**src/rtl/mips_pkg.sv**
```systemverilog
// Shared MIPS pipeline definitions: datapath widths, fetch FSM states and
// the PC helper used by the instruction-fetch front end.
package mips_pkg;

    localparam int INSTR_W = 32;
    localparam int ADDR_W  = 32;

    localparam logic [INSTR_W-1:0] INSTR_NOP = 32'h0000_0000;
    localparam logic [ADDR_W-1:0]  PC_STEP   = 32'd4;

    // Fetch controller states
    typedef enum logic [1:0] {
        IDLE  = 2'd0,
        FETCH = 2'd1,
        HOLD  = 2'd2,
        DROP  = 2'd3
    } fetch_state_e;

    // Instructions are word aligned, so the two low address bits are forced to zero
    function automatic logic [ADDR_W-1:0] align_pc(input logic [ADDR_W-1:0] addr);
        return {addr[ADDR_W-1:2], 2'b00};
    endfunction

endpackage

```
**src/rtl/fetch_skid_buffer.sv**
```systemverilog
// One-entry skid buffer that parks an instruction (and its PC) returned by
// instruction memory while decode is stalled. Clear beats load beats unload.
import mips_pkg::*;

module fetch_skid_buffer (
    input  logic               clk,
    input  logic               rst,
    input  logic               load,
    input  logic               unload,
    input  logic               clear,
    input  logic [INSTR_W-1:0] load_instr,
    input  logic [ADDR_W-1:0]  load_pc,
    output logic               valid,
    output logic [INSTR_W-1:0] instr,
    output logic [ADDR_W-1:0]  pc
);

    logic               valid_q, valid_d;
    logic [INSTR_W-1:0] instr_q, instr_d;
    logic [ADDR_W-1:0]  pc_q,    pc_d;

    // Next-entry selection: a flush empties the entry, a capture fills it, a drain empties it
    always_comb begin
        valid_d = valid_q;
        instr_d = instr_q;
        pc_d    = pc_q;
        if (clear) begin
            valid_d = 1'b0;
            instr_d = INSTR_NOP;
        end else if (load) begin
            valid_d = 1'b1;
            instr_d = load_instr;
            pc_d    = load_pc;
        end else if (unload) begin
            valid_d = 1'b0;
        end
    end

    // Entry storage, emptied by reset
    always_ff @(posedge clk or posedge rst) begin
        if (rst) begin
            valid_q <= 1'b0;
            instr_q <= INSTR_NOP;
            pc_q    <= '0;
        end else begin
            valid_q <= valid_d;
            instr_q <= instr_d;
            pc_q    <= pc_d;
        end
    end

    assign valid = valid_q;
    assign instr = instr_q;
    assign pc    = pc_q;

endmodule

```
**src/rtl/fetch_stage.sv**
```systemverilog
// Instruction-fetch front end: owns the PC, runs the imem req/ack handshake,
// drives the IF/ID register and absorbs stalls and redirects.
// Optional macro FETCH_PERF_CNT_EN adds stall_cycles / flush_count counters.
import mips_pkg::*;

module fetch_stage #(
    parameter logic [31:0] RESET_PC = 32'h0000_0000
) (
    input  logic        clk,
    input  logic        rst,
    input  logic        redirect,
    input  logic [31:0] redirect_pc,
    input  logic        stall,
    output logic        imem_req,
    output logic [31:0] imem_addr,
    input  logic        imem_ack,
    input  logic [31:0] imem_rdata,
    output logic [31:0] pc_out,
    output logic        ifid_valid,
    output logic [31:0] ifid_instr,
    output logic [31:0] ifid_pc,
    output logic [31:0] ifid_pc4
`ifdef FETCH_PERF_CNT_EN
    ,
    output logic [31:0] stall_cycles,
    output logic [31:0] flush_count
`endif
);

    fetch_state_e state_q, state_d;

    logic [ADDR_W-1:0]  pc_q,         pc_d;
    logic [ADDR_W-1:0]  drop_addr_q,  drop_addr_d;
    logic               ifid_valid_q, ifid_valid_d;
    logic [INSTR_W-1:0] ifid_instr_q, ifid_instr_d;
    logic [ADDR_W-1:0]  ifid_pc_q,    ifid_pc_d;
    logic [ADDR_W-1:0]  ifid_pc4_q,   ifid_pc4_d;

    logic               ack_fire;
    logic               skid_load;
    logic               skid_unload;
    logic               skid_clear;
    logic               skid_valid;
    logic [INSTR_W-1:0] skid_instr;
    logic [ADDR_W-1:0]  skid_pc;

    fetch_skid_buffer u_skid (
        .clk        (clk),
        .rst        (rst),
        .load       (skid_load),
        .unload     (skid_unload),
        .clear      (skid_clear),
        .load_instr (imem_rdata),
        .load_pc    (pc_q),
        .valid      (skid_valid),
        .instr      (skid_instr),
        .pc         (skid_pc)
    );

    // An ack only counts while a request is actually outstanding
    assign ack_fire = imem_req & imem_ack;

    // Fetch FSM state register
    always_ff @(posedge clk or posedge rst) begin
        if (rst) begin
            state_q <= IDLE;
        end else begin
            state_q <= state_d;
        end
    end

    // Fetch FSM next-state: redirect first, then stall/ack handling
    always_comb begin
        state_d = state_q;
        case (state_q)
            IDLE: begin
                state_d = FETCH;
            end
            FETCH: begin
                if (redirect) begin
                    state_d = ack_fire ? FETCH : DROP;
                end else if (ack_fire && stall) begin
                    state_d = HOLD;
                end
            end
            HOLD: begin
                if (redirect || !stall) begin
                    state_d = FETCH;
                end
            end
            DROP: begin
                if (ack_fire) begin
                    state_d = FETCH;
                end
            end
            default: begin
                state_d = IDLE;
            end
        endcase
    end

    // Memory-side outputs decoded from state and registers only; DROP keeps presenting the stale address
    always_comb begin
        imem_req  = 1'b0;
        imem_addr = pc_q;
        case (state_q)
            FETCH: begin
                imem_req = 1'b1;
            end
            DROP: begin
                imem_req  = 1'b1;
                imem_addr = drop_addr_q;
            end
            default: begin
                imem_req = 1'b0;
            end
        endcase
    end

    // PC, IF/ID and skid control: redirect flushes everything, otherwise advance on ack or drain the skid
    always_comb begin
        pc_d         = pc_q;
        drop_addr_d  = drop_addr_q;
        ifid_valid_d = ifid_valid_q;
        ifid_instr_d = ifid_instr_q;
        ifid_pc_d    = ifid_pc_q;
        ifid_pc4_d   = ifid_pc4_q;
        skid_load    = 1'b0;
        skid_unload  = 1'b0;
        skid_clear   = 1'b0;

        if (redirect) begin
            pc_d         = align_pc(redirect_pc);
            ifid_valid_d = 1'b0;
            ifid_instr_d = INSTR_NOP;
            skid_clear   = 1'b1;
            if (state_q == FETCH && !ack_fire) begin
                drop_addr_d = pc_q;
            end
        end else begin
            case (state_q)
                FETCH: begin
                    if (ack_fire) begin
                        pc_d = pc_q + PC_STEP;
                        if (stall) begin
                            skid_load = 1'b1;
                        end else begin
                            ifid_valid_d = 1'b1;
                            ifid_instr_d = imem_rdata;
                            ifid_pc_d    = pc_q;
                            ifid_pc4_d   = pc_q + PC_STEP;
                        end
                    end else if (!stall) begin
                        ifid_valid_d = 1'b0;
                        ifid_instr_d = INSTR_NOP;
                    end
                end
                HOLD: begin
                    if (!stall) begin
                        ifid_valid_d = skid_valid;
                        ifid_instr_d = skid_valid ? skid_instr : INSTR_NOP;
                        ifid_pc_d    = skid_pc;
                        ifid_pc4_d   = skid_pc + PC_STEP;
                        skid_unload  = 1'b1;
                    end
                end
                default: begin
                    pc_d = pc_q;
                end
            endcase
        end
    end

    // PC, stale-request address and IF/ID pipeline register
    always_ff @(posedge clk or posedge rst) begin
        if (rst) begin
            pc_q         <= RESET_PC;
            drop_addr_q  <= RESET_PC;
            ifid_valid_q <= 1'b0;
            ifid_instr_q <= INSTR_NOP;
            ifid_pc_q    <= '0;
            ifid_pc4_q   <= '0;
        end else begin
            pc_q         <= pc_d;
            drop_addr_q  <= drop_addr_d;
            ifid_valid_q <= ifid_valid_d;
            ifid_instr_q <= ifid_instr_d;
            ifid_pc_q    <= ifid_pc_d;
            ifid_pc4_q   <= ifid_pc4_d;
        end
    end

    assign pc_out     = pc_q;
    assign ifid_valid = ifid_valid_q;
    assign ifid_instr = ifid_instr_q;
    assign ifid_pc    = ifid_pc_q;
    assign ifid_pc4   = ifid_pc4_q;

`ifdef FETCH_PERF_CNT_EN
    logic [31:0] stall_cycles_q, stall_cycles_d;
    logic [31:0] flush_count_q,  flush_count_d;

    // Count cycles where a live instruction is held by a stall, and every redirect
    always_comb begin
        stall_cycles_d = stall_cycles_q;
        flush_count_d  = flush_count_q;
        if (stall && ifid_valid_q) begin
            stall_cycles_d = stall_cycles_q + 32'd1;
        end
        if (redirect) begin
            flush_count_d = flush_count_q + 32'd1;
        end
    end

    // Performance counter registers, wrapping naturally at 2^32
    always_ff @(posedge clk or posedge rst) begin
        if (rst) begin
            stall_cycles_q <= '0;
            flush_count_q  <= '0;
        end else begin
            stall_cycles_q <= stall_cycles_d;
            flush_count_q  <= flush_count_d;
        end
    end

    assign stall_cycles = stall_cycles_q;
    assign flush_count  = flush_count_q;
`endif

endmodule

```
**config.mk**
```make
export PLATFORM = sky130hd
export DESIGN_NAME = fetch_stage
export DESIGN_NICKNAME = d
export VERILOG_FILES = /design/src/rtl/mips_pkg.sv /design/src/rtl/fetch_skid_buffer.sv /design/src/rtl/fetch_stage.sv
export SDC_FILE = /design/constraint.sdc
export NUM_CORES = 1
export LEC_CHECK = 0
export CAP_MARGIN = 20
export CORE_ASPECT_RATIO = 0.9
export CORE_MARGIN = 2
export CORE_UTILIZATION = 39
export DETAILED_ROUTE_END_ITERATION = 16
export PLACE_DENSITY = 0.67
export SLEW_MARGIN = 40
export SYNTH_ARGS = -nofsm -noshare
export SYNTH_HDL_FRONTEND = slang
export SYNTH_SLANG_ARGS = --single-unit
```
**constraint.sdc**
```tcl
create_clock -name clk -period 7.9 [get_ports clk]
set_input_delay 1.185 -clock clk [delete_from_list [all_inputs] [get_ports clk]]
set_output_delay 1.185 -clock clk [all_outputs]
set_load 0.05 [all_outputs]
```
==> summary.md, run 1 <==
| Metric | Value |
|---|---|
| Crit-path cells | `ha_1 > buf_4 > mux2_2 > clkdlybuf4s50_1` |
| Crit path kind | `flop to output port` |
| Count of state elements after synthesis | `218` |
| Max-cap violations | `0` |
| P&R area growth vs syn | `29.9%` |
| Startpoint Class | `flop` |
| Synth warn | `0` |
| Layout Utilization | `0.512` |
| Crit-path max cell delay | `0.71 ns` |
| Register area | `5460 um2` |
| IO Count | `231` |
| Root buffer cell | `clkbuf_16` |
| Initial antenna violation count | `0` |
| Hold Path Depth | `2` |
| Bufs on Longest Clock Path | `3` |
| DP Worst Slack | `4.13 ns` |
| Number of setup buffers added after CTS | `0` |
| Normalized max-slew margin | `0.451` |
| Syn_area_per_cell | `10.3 um2` |
| Distinct cells, synth | `54` |
| RSZ-0062 raised after global routing | `no` |
| Slew Viols, Final | `0` |
| R2R depth | `8` |
| First DRT Iteration DRCs | `574` |
| Worst IR Drop VDD | `239 uV` |
| Vias | `8565` |
| CTS Buf Count | `27` |
| PortBufs | `220` |
| Fin. Hold Viols | `0` |
| H-Tree Depth | `1` |
| Die ar. | `29400 um2` |
| Mapped Area | `11000 um2` |
| Crit path required time | `6.71 ns` |
| Rows | `58` |
| Vias in the first global route | `8245` |
| Routed WL | `30.8 mm` |
| Critical path startpoint | `state_q[1]$_DFFE_PP0P_` |
| Max Clock Skew | `0.0101 ns` |
| CTS Sinks | `218` |
| Die H | `163 um` |
| Ys async rst share | `1.00` |
| DR vias/cell | `5.32` |
| Congestion Overflow GR | `0` |
| Multi-input gate area in the final layout | `5080 um2` |
| Ys flop type | `dfrtp_1` |
| First-pass GRT wire length | `48.1 mm` |
| Status | `finished clean` |
| HPWL after detailed placement | `21.2 mm` |
| CTS tree | `yes` |
| Hold EP | `ifid_pc[31]$_DFFE_PP0P_` |
| Register-to-Register Setup Slack | `4.87 ns` |
| Post-cts resize count | `0` |
| Switching part of the total power | `0.431` |
| RR Endpoint | `ifid_pc4[17]$_DFFE_PP0P_` |
| Worst min-delay path startpoint | `ifid_pc[31]$_DFFE_PP0P_` |
| Slowest-stage cell, CP | `clkdlybuf4s50_1` |
| R2R Path Start | `state_q[0]$_DFFE_PP0P_` |
| Switching power | `2360 uW` |
| All-Layer GR Usage | `0.204` |
| Inserted Diodes | `0` |
| Max Fclk | `261 MHz` |
| Pre-antenna DRT Iters | `5` |
| Final setup viols | `0` |
| Final period utilization | `0.485` |
| Die X | `181 um` |
| Nets | `1305` |
| Final ANT Viol Nets | `0` |
| Routed wire per std cell | `19.1 um` |
| Setup TNS | `0 ns` |
| Clk pwr share | `0.223` |
| Worst setup margin | `4.07 ns` |
| Static leakage | `0.00581 uW` |
| # fillers | `2542` |
| Critical Path AT | `2.64 ns` |
| Hold/Removal Path Class | `flop to flop` |
| Worst Setup End Kind | `output port` |
| Pin count of the biggest net entering global routing | `142` |
| PD cells | `384 nW/um2` |
| Worst-path clk slew | `0.06 ns` |
| Worst-path fanout max | `33` |
| Layout cell share with drive strength beyond 1 | `0.126` |
| Mapped Cells | `1063` |
| Cell-internal power | `3110 uW` |
| Gpl congestion | `0.804` |
| Register area share after synthesis | `0.498` |
| Core Box Area | `27800 um2` |
| Sequential power share | `0.325` |
| Skew-Pair Late Insertion Delay | `0.52 ns` |
| Period minus WS final | `3.83 ns` |
| Slew @ Worst Pin | `0.824 ns` |
| Remaining DRCs | `0` |
| Logic pwr share | `0.452` |
| Cts hold-fix bufs | `0` |
| Post-synth EDFFs | `0` |
| Initial Util | `0.394` |
## area by class of cell
| cell class | instances | share of cell area |
|---|---|---|
| Timing Repair Buffer | 231 | 0.161 |
| Multi-Input combinational cell | 739 | 0.357 |
| Clock buffer | 38 | 0.0567 |
| Sequential cell | 218 | 0.383 |
| Clock inverter | 10 | 0.00572 |
| Tap cell | 360 | 0.0317 |
| Inverter | 14 | 0.00457 |
## Yosys cell counts, drive strengths merged (2+ instances only)
cell | number | area, um2
clkbuf | 74 | 279
nand3 | 24 | 125
a22o | 32 | 280
buf | 25 | 141
or4 | 3 | 22.5
and4 | 4 | 35.0
nand2 | 157 | 589
o21ai | 120 | 601
xnor2 | 46 | 403
dfrtp | 218 | 5460
nor3 | 18 | 90.1
o221ai | 4 | 35.0
xor2 | 27 | 236
inv | 14 | 52.6
and3 | 10 | 62.6
o21a | 2 | 15.0
o31a | 4 | 35.0
a221o | 5 | 50.1
or2 | 3 | 18.8
o22a | 2 | 17.5
mux2 | 82 | 923
o211ai | 4 | 30.0
nor4 | 27 | 181
nor2 | 25 | 93.8
nand2b | 4 | 25.0
mux2i | 75 | 751
nand4 | 22 | 159
o31ai | 2 | 15.0
ha | 5 | 62.6
a21oi | 11 | 55.1
## metrics by stage
| step | instance area (um2) | total power [uW] | hold WS, ns | cells |
|---|---|---|---|---|
| after CTS | 14200 | 5510 | 0.482 | 1610 |
| after global placement | 13300 | 4230 | 0.461 | 1562 |
| after floorplan | 11000 | 3460 | 0.450 | 1070 |
| final | 14200 | 5470 | 0.475 | 1610 |
| after detailed placement | 13300 | 4280 | 0.469 | 1562 |
| after global routing | 14200 | 5750 | 0.500 | 1610 |
## cell usage in the layout, fill, tap and decap left out, types with 3 or more instances in the layout
| cell | n |
|---|---|
| o211ai_1 | 4 |
| xor2_1 | 27 |
| xnor2_1 | 46 |
| nand2_1 | 156 |
| or4_1 | 3 |
| inv_1 | 12 |
| dfrtp_1 | 218 |
| mux2i_1 | 75 |
| nor2_1 | 23 |
| conb_1 | 8 |
| clkbuf_16 | 27 |
| a221o_1 | 5 |
| clkinv_2 | 7 |
| buf_4 | 9 |
| mux2_2 | 82 |
| a21oi_1 | 10 |
| nor3_1 | 18 |
| o21ai_0 | 113 |
| and4_1 | 4 |
| nand2b_1 | 3 |
| nand3_1 | 23 |
| a22o_1 | 32 |
| and3_1 | 10 |
| clkdlybuf4s50_1 | 219 |
| or2_2 | 3 |
| clkbuf_8 | 9 |
| o31a_1 | 4 |
| o221ai_1 | 4 |
| o21ai_1 | 7 |
| nor4_1 | 25 |
| ha_1 | 4 |
| nand4_1 | 20 |
## power by group through the flow
stage / Sequential [uW] / Combinational, uW / Clock, uW
after global routing: 1830 / 2620 / 1290
after detailed placement: 1800 / 2480 / 0
final: 1780 / 2470 / 1220
after floorplan: 2250 / 1200 / 0
after CTS: 1780 / 2490 / 1240
after global placement: 1770 / 2460 / 0
## registers in the layout, indices dropped and copies added (netlist names)
register and cells:
ifid_instr 32, u_skid.instr 32, drop_addr_q 30, ifid_pc4 30, ifid_pc 30, pc_out 30
u_skid.pc 30, state_q 2, ifid_valid 1, u_skid.valid 1
## metal layers
metal  vias to the layer above  GRT usage  routed length (um)  part of all wire
met2                       291      0.287               12900              0.42
met4                         0     0.0623                 843             0.027
met5                         -          0                   0                 0
li1                       4079          -                   -                 -
met1                      4140      0.313               15100              0.49
met3                        55     0.0398                1890             0.061
## worst max path at each step
stage               slack [ns]                           to
floorplan                 0.75  drop_addr_q[10]$_DFFE_PP0P_
global placement          4.11     u_skid.pc[3]$_DFFE_PP0P_
detailed placement        4.13    u_skid.pc[12]$_DFFE_PP0P_
CTS                       4.07                 imem_addr[5]
global route              4.01                 imem_addr[5]
finish                    4.07                 imem_addr[6]
## worst max-delay path, delay by kind of cell (launching register included)
kind / cells / cell delay [ns]
fa+ha+maj: 1 / 0.17
flops: 1 / 0.43
mux: 1 / 0.41
buf+inv: 2 / 1.08
## cell families (layout without fill, tap and decap cells)
family                     count (synthesis)  in the layout  share of synthesized area
and+or+nand+nor                          302            302                      0.132
DFF                                      218            218                      0.498
AOI/OAI and AO/OA                        194            194                      0.109
muxes                                    157            157                      0.153
buffers and inverters                    113            293                     0.0432
xor gates and xnor gates                  73             73                     0.0584
adders and majority gates                  5              5                    0.00571
other                                      1              8                   0.000342
No activity file was read; power rests on OpenSTA's default activity.
==> inputs of run 2 (changes only) <==
PLACE_DENSITY = 0.69   (was 0.67)
clock period = 3.4 ns   (was 7.9 ns; I/O delays follow)
==> summary.md, run 2 (synthesis results as in run 1) <==
| Metric | Value |
|---|---|
| Status | `finished clean` |
| Worst setup margin | `0.747 ns` |
| Pre-antenna DRT Iters | `5` |
| Commonest non-fill, non-tap cell in the layout | `dfrtp_1` |
| Final ANT Viol Nets | `0` |
| Hold/Removal Path Class | `input pin to flop` |
| Hold Slack | `0.317 ns` |
| Crit path kind | `flop to output port` |
| Worst Setup End Kind | `output port` |
| Layout cell share with drive strength beyond 1 | `0.159` |
| Normalized max-slew margin | `0.543` |
| Commonest cells after routing, fill and taps aside | `dfrtp_1, clkdlybuf4s50_1, nand2_1` |
| Number of setup buffers added after CTS | `0` |
| Vias in the first global route | `8358` |
| Multi-input gate area in the final layout | `5080 um2` |
| Nets | `1318` |
| Fin. Hold Viols | `0` |
| Static leakage | `0.00592 uW` |
| Register area | `5460 um2` |
| HPWL after detailed placement | `21.8 mm` |
| Pin count of the biggest net entering global routing | `70` |
| Congestion Overflow GR | `0` |
| Critical Path AT | `2.14 ns` |
| RSZ-0062 raised after global routing | `no` |
| Crit-path leading delay family | `buffers and inverters` |
| Startpoint Class | `flop` |
| Rows | `58` |
| CTS Sinks | `218` |
| DR vias/cell | `5.31` |
| Gpl congestion | `0.883` |
| Inserted Diodes | `0` |
| Setup TNS | `0 ns` |
| Cts hold-fix bufs | `0` |
| Initial antenna violation count | `0` |
| All-Layer GR Usage | `0.204` |
| Crit path required time | `2.89 ns` |
| Bufs on Longest Clock Path | `3` |
| Final setup viols | `0` |
| Max Fclk | `377 MHz` |
| First DRT Iteration DRCs | `726` |
| Slew @ Worst Pin | `0.684 ns` |
| Worst IR Drop VDD | `621 uV` |
| CTS Buf Count | `25` |
| CTS tree | `yes` |
| Routed wire per std cell | `18.8 um` |
| Layout Utilization | `0.514` |
| DP Worst Slack | `0.873 ns` |
| IO Count | `231` |
| PD cells | `896 nW/um2` |
| Die X | `181 um` |
| Total Power | `12800 uW` |
| Die ar. | `29400 um2` |
| Die H | `163 um` |
| Vias | `8606` |
| Max Clock Skew | `0.0173 ns` |
| Core Box Area | `27800 um2` |
| Routed WL | `30.5 mm` |
| WP buf/inv | `1` |
| P&R area growth vs syn | `30.5%` |
| Root buffer cell | `clkbuf_16` |
| # fillers | `2483` |
| Worst-path clk slew | `0.06 ns` |
| Initial Util | `0.394` |
| Slew Viols, Final | `0` |
| Worst-path fanout max | `13` |
| Period minus WS final | `2.65 ns` |
| Remaining DRCs | `0` |
| Crit-path cells | `clkdlybuf4s50_1` |
| Max-cap violations | `0` |
| Skew-Pair Late Insertion Delay | `0.52 ns` |
| Final period utilization | `0.780` |
| First-pass GRT wire length | `48.2 mm` |
| Crit-path max cell delay | `0.93 ns` |
| PortBufs | `220` |
| H-Tree Depth | `1` |
| Post-cts resize count | `0` |
| Slowest-stage cell, CP | `clkdlybuf4s50_1` |
## run 2: cell count changes in the layout (fill, tap and decap cells not counted), sizes merged
cell           before  now
clkinvlp            1    4
clkdlybuf4s50     219  188
buf                12   58
clkbuf             38   28
clkinv              7    8
bufinv              1    6
inv                15   13
## run 2: report_power, final
group          switching, uW  internal (uW)  total, uW
registers                725           3390       4110
logic                   3650           2120       5770
clock network           1090           1840       2930
## run 2: per-stage QoR
stage | cells | instance area [um2]
CTS | 1622 | 14300
finish | 1622 | 14300
floorplan | 1070 | 11000
global placement | 1577 | 13400
global route | 1622 | 14300
detailed placement | 1577 | 13400
## run 2: worst paths after layout
check | start | endpoint | slack, ns | cells after the start
setup / recovery | pc_out[6]$_DFFE_PP0P_ | pc_out[6] | 0.75 | 1
hold / removal | redirect | u_skid.valid$_DFFE_PP0P_ | 0.32 | 2
setup reg to reg | pc_out[6]$_DFFE_PP0P_ | ifid_pc4[23]$_DFFE_PP0P_ | 0.79 | 5
hold reg to reg | ifid_pc[6]$_DFFE_PP0P_ | ifid_pc[6]$_DFFE_PP0P_ | 0.48 | 2
max in group asynchronous | rst | ifid_pc[8]$_DFFE_PP0P_ | 2.25 | 3
min in group asynchronous | rst | ifid_pc[30]$_DFFE_PP0P_ | 0.33 | 2
## run 2: routing by layer
layer  track usage  part of all wire
met5             0                 0
met4        0.0579             0.030
met3        0.0505             0.069
met2         0.288              0.42
met1         0.309              0.48
## run 2: area by class of cell
cell class	count	area share
Timing Repair Buffer	246	0.165
Inverter	14	0.00394
Tap cell	360	0.0315
Sequential cell	218	0.382
Multi-Input combinational cell	739	0.355
Clock buffer	28	0.0460
Clock inverter	17	0.0170
==> inputs of run 3 (changes only) <==
PLACE_DENSITY = 0.67   (was 0.69)
clock period = 2.7 ns   (was 3.4 ns; I/O delays follow)
==> summary.md, run 3 (synthesis results as in run 1) <==
| Metric | Value |
|---|---|
| Worst Setup End Kind | `output port` |
| # fillers | `2461` |
| DP Worst Slack | `0.309 ns` |
| Nets | `1340` |
| Layout cell share with drive strength beyond 1 | `0.171` |
| Hold Slack | `0.182 ns` |
| Worst setup margin | `0.166 ns` |
| R2R Path Start | `u_skid.pc[2]$_DFFE_PP0P_` |
| All-Layer GR Usage | `0.212` |
| Rows | `58` |
| Crit-path cells | `ha_1 > buf_4 > mux2_2 > buf_12` |
| HPWL after detailed placement | `22.4 mm` |
| Max-cap violations | `0` |
| IO Count | `231` |
| Fin. Hold Viols | `0` |
| Worst IR Drop VDD | `752 uV` |
| RR Endpoint | `ifid_pc4[24]$_DFFE_PP0P_` |
| Crit path kind | `flop to output port` |
| Non-Filler Instances | `1643` |
| CTS Sinks | `218` |
| Max Fclk | `395 MHz` |
| PortBufs | `220` |
| Commonest non-fill, non-tap cell in the layout | `dfrtp_1` |
| Period minus WS final | `2.53 ns` |
| Fin area | `14800 um2` |
| Skew-Pair Late Insertion Delay | `0.53 ns` |
| Status | `finished clean` |
| Startpoint Class | `flop` |
| Normalized max-slew margin | `0.544` |
| First-pass GRT wire length | `50.0 mm` |
| Hold/Removal Path Class | `input pin to asynchronous set/reset pin` |
| Setup TNS | `0 ns` |
| Initial Util | `0.394` |
| Post-cts resize count | `0` |
| Die ar. | `29400 um2` |
| Dpl cells | `1599` |
| Placed inst area | `14000 um2` |
| CTS tree | `yes` |
| Inserted Diodes | `0` |
| Slowest-stage cell, CP | `dfrtp_1` |
| Critical Path AT | `2.13 ns` |
| Root buffer cell | `clkbuf_16` |
| Crit-path leading delay family | `buffers and inverters` |
| First DRT Iteration DRCs | `623` |
| Congestion Overflow GR | `0` |
| Slew Viols, Final | `0` |
| Routed wire per std cell | `19.2 um` |
| Crit-path max cell delay | `0.43 ns` |
| RSZ-0062 raised after global routing | `no` |
| Routed WL | `31.6 mm` |
| Core Box Area | `27800 um2` |
| Vias in the first global route | `8733` |
| Pre-antenna DRT Iters | `5` |
| Crit path required time | `2.30 ns` |
| P&R area growth vs syn | `34.7%` |
| Vias | `8761` |
| Worst-path fanout max | `33` |
| Commonest cells after routing, fill and taps aside | `dfrtp_1, clkdlybuf4s50_1, nand2_1` |
| Remaining DRCs | `0` |
| Initial antenna violation count | `0` |
| Slew @ Worst Pin | `0.677 ns` |
| Final period utilization | `0.939` |
| PD cells | `1120 nW/um2` |
| Static leakage | `0.00612 uW` |
| Die X | `181 um` |
| Die H | `163 um` |
| Final ANT Viol Nets | `0` |
| Gpl congestion | `0.860` |
| Pin count of the biggest net entering global routing | `86` |
| R2R depth | `6` |
| CTS Buf Count | `25` |
| DR vias/cell | `5.33` |
| Register-to-Register Setup Slack | `0.34 ns` |
| Final setup viols | `0` |
| Worst-path clk slew | `0.06 ns` |
| WP buf/inv | `2` |
| Bufs on Longest Clock Path | `3` |
| Max Clock Skew | `0.0113 ns` |
| H-Tree Depth | `1` |
| Number of setup buffers added after CTS | `0` |
| Cts hold-fix bufs | `0` |
-- run 3: report_power, final --
part	internal, uW	leakage [uW]	switching (uW)
clock	1950	0.000398	1350
sequential	4270	0.00280	861
combinational	3280	0.00292	4820
-- run 3: worst max path at each step --
stage                                  endpoint  depth (start not counted)                    from
CTS                                imem_addr[3]                          4  state_q[1]$_DFFE_PP0P_
global placement         pc_out[30]$_DFFE_PP0P_                          5                imem_ack
floorplan           drop_addr_q[10]$_DFFE_PP0P_                          1                     rst
detailed placement     ifid_pc4[13]$_DFFE_PP0P_                          6                   stall
finish                             imem_addr[8]                          4  state_q[1]$_DFFE_PP0P_
global route                       imem_addr[8]                          4  state_q[1]$_DFFE_PP0P_
-- run 3: final cells by class --
class	instances	area, um2	share of cell area
Sequential cell	218	5460	0.370
Multi-Input combinational cell	739	5080	0.344
Timing Repair Buffer	268	2920	0.198
Clock buffer	35	723	0.0490
Tap cell	360	450	0.0305
Clock inverter	9	72.6	0.00492
Inverter	14	56.3	0.00382
-- run 3: layer usage --
metal	vias to the layer above	global-route usage	wire [um]
li1	4139	-	-
met1	4301	0.318	15400
met2	285	0.312	13600
met3	36	0.0407	2030
met4	0	0.0543	541
met5	-	0	0
-- run 3: per-stage QoR --
stage	utilization	total power [uW]
final	0.531	16500
after floorplan	-	10100
after global placement	0.502	13200
after global routing	0.531	17300
after CTS	0.531	16600
after detailed placement	0.502	13300
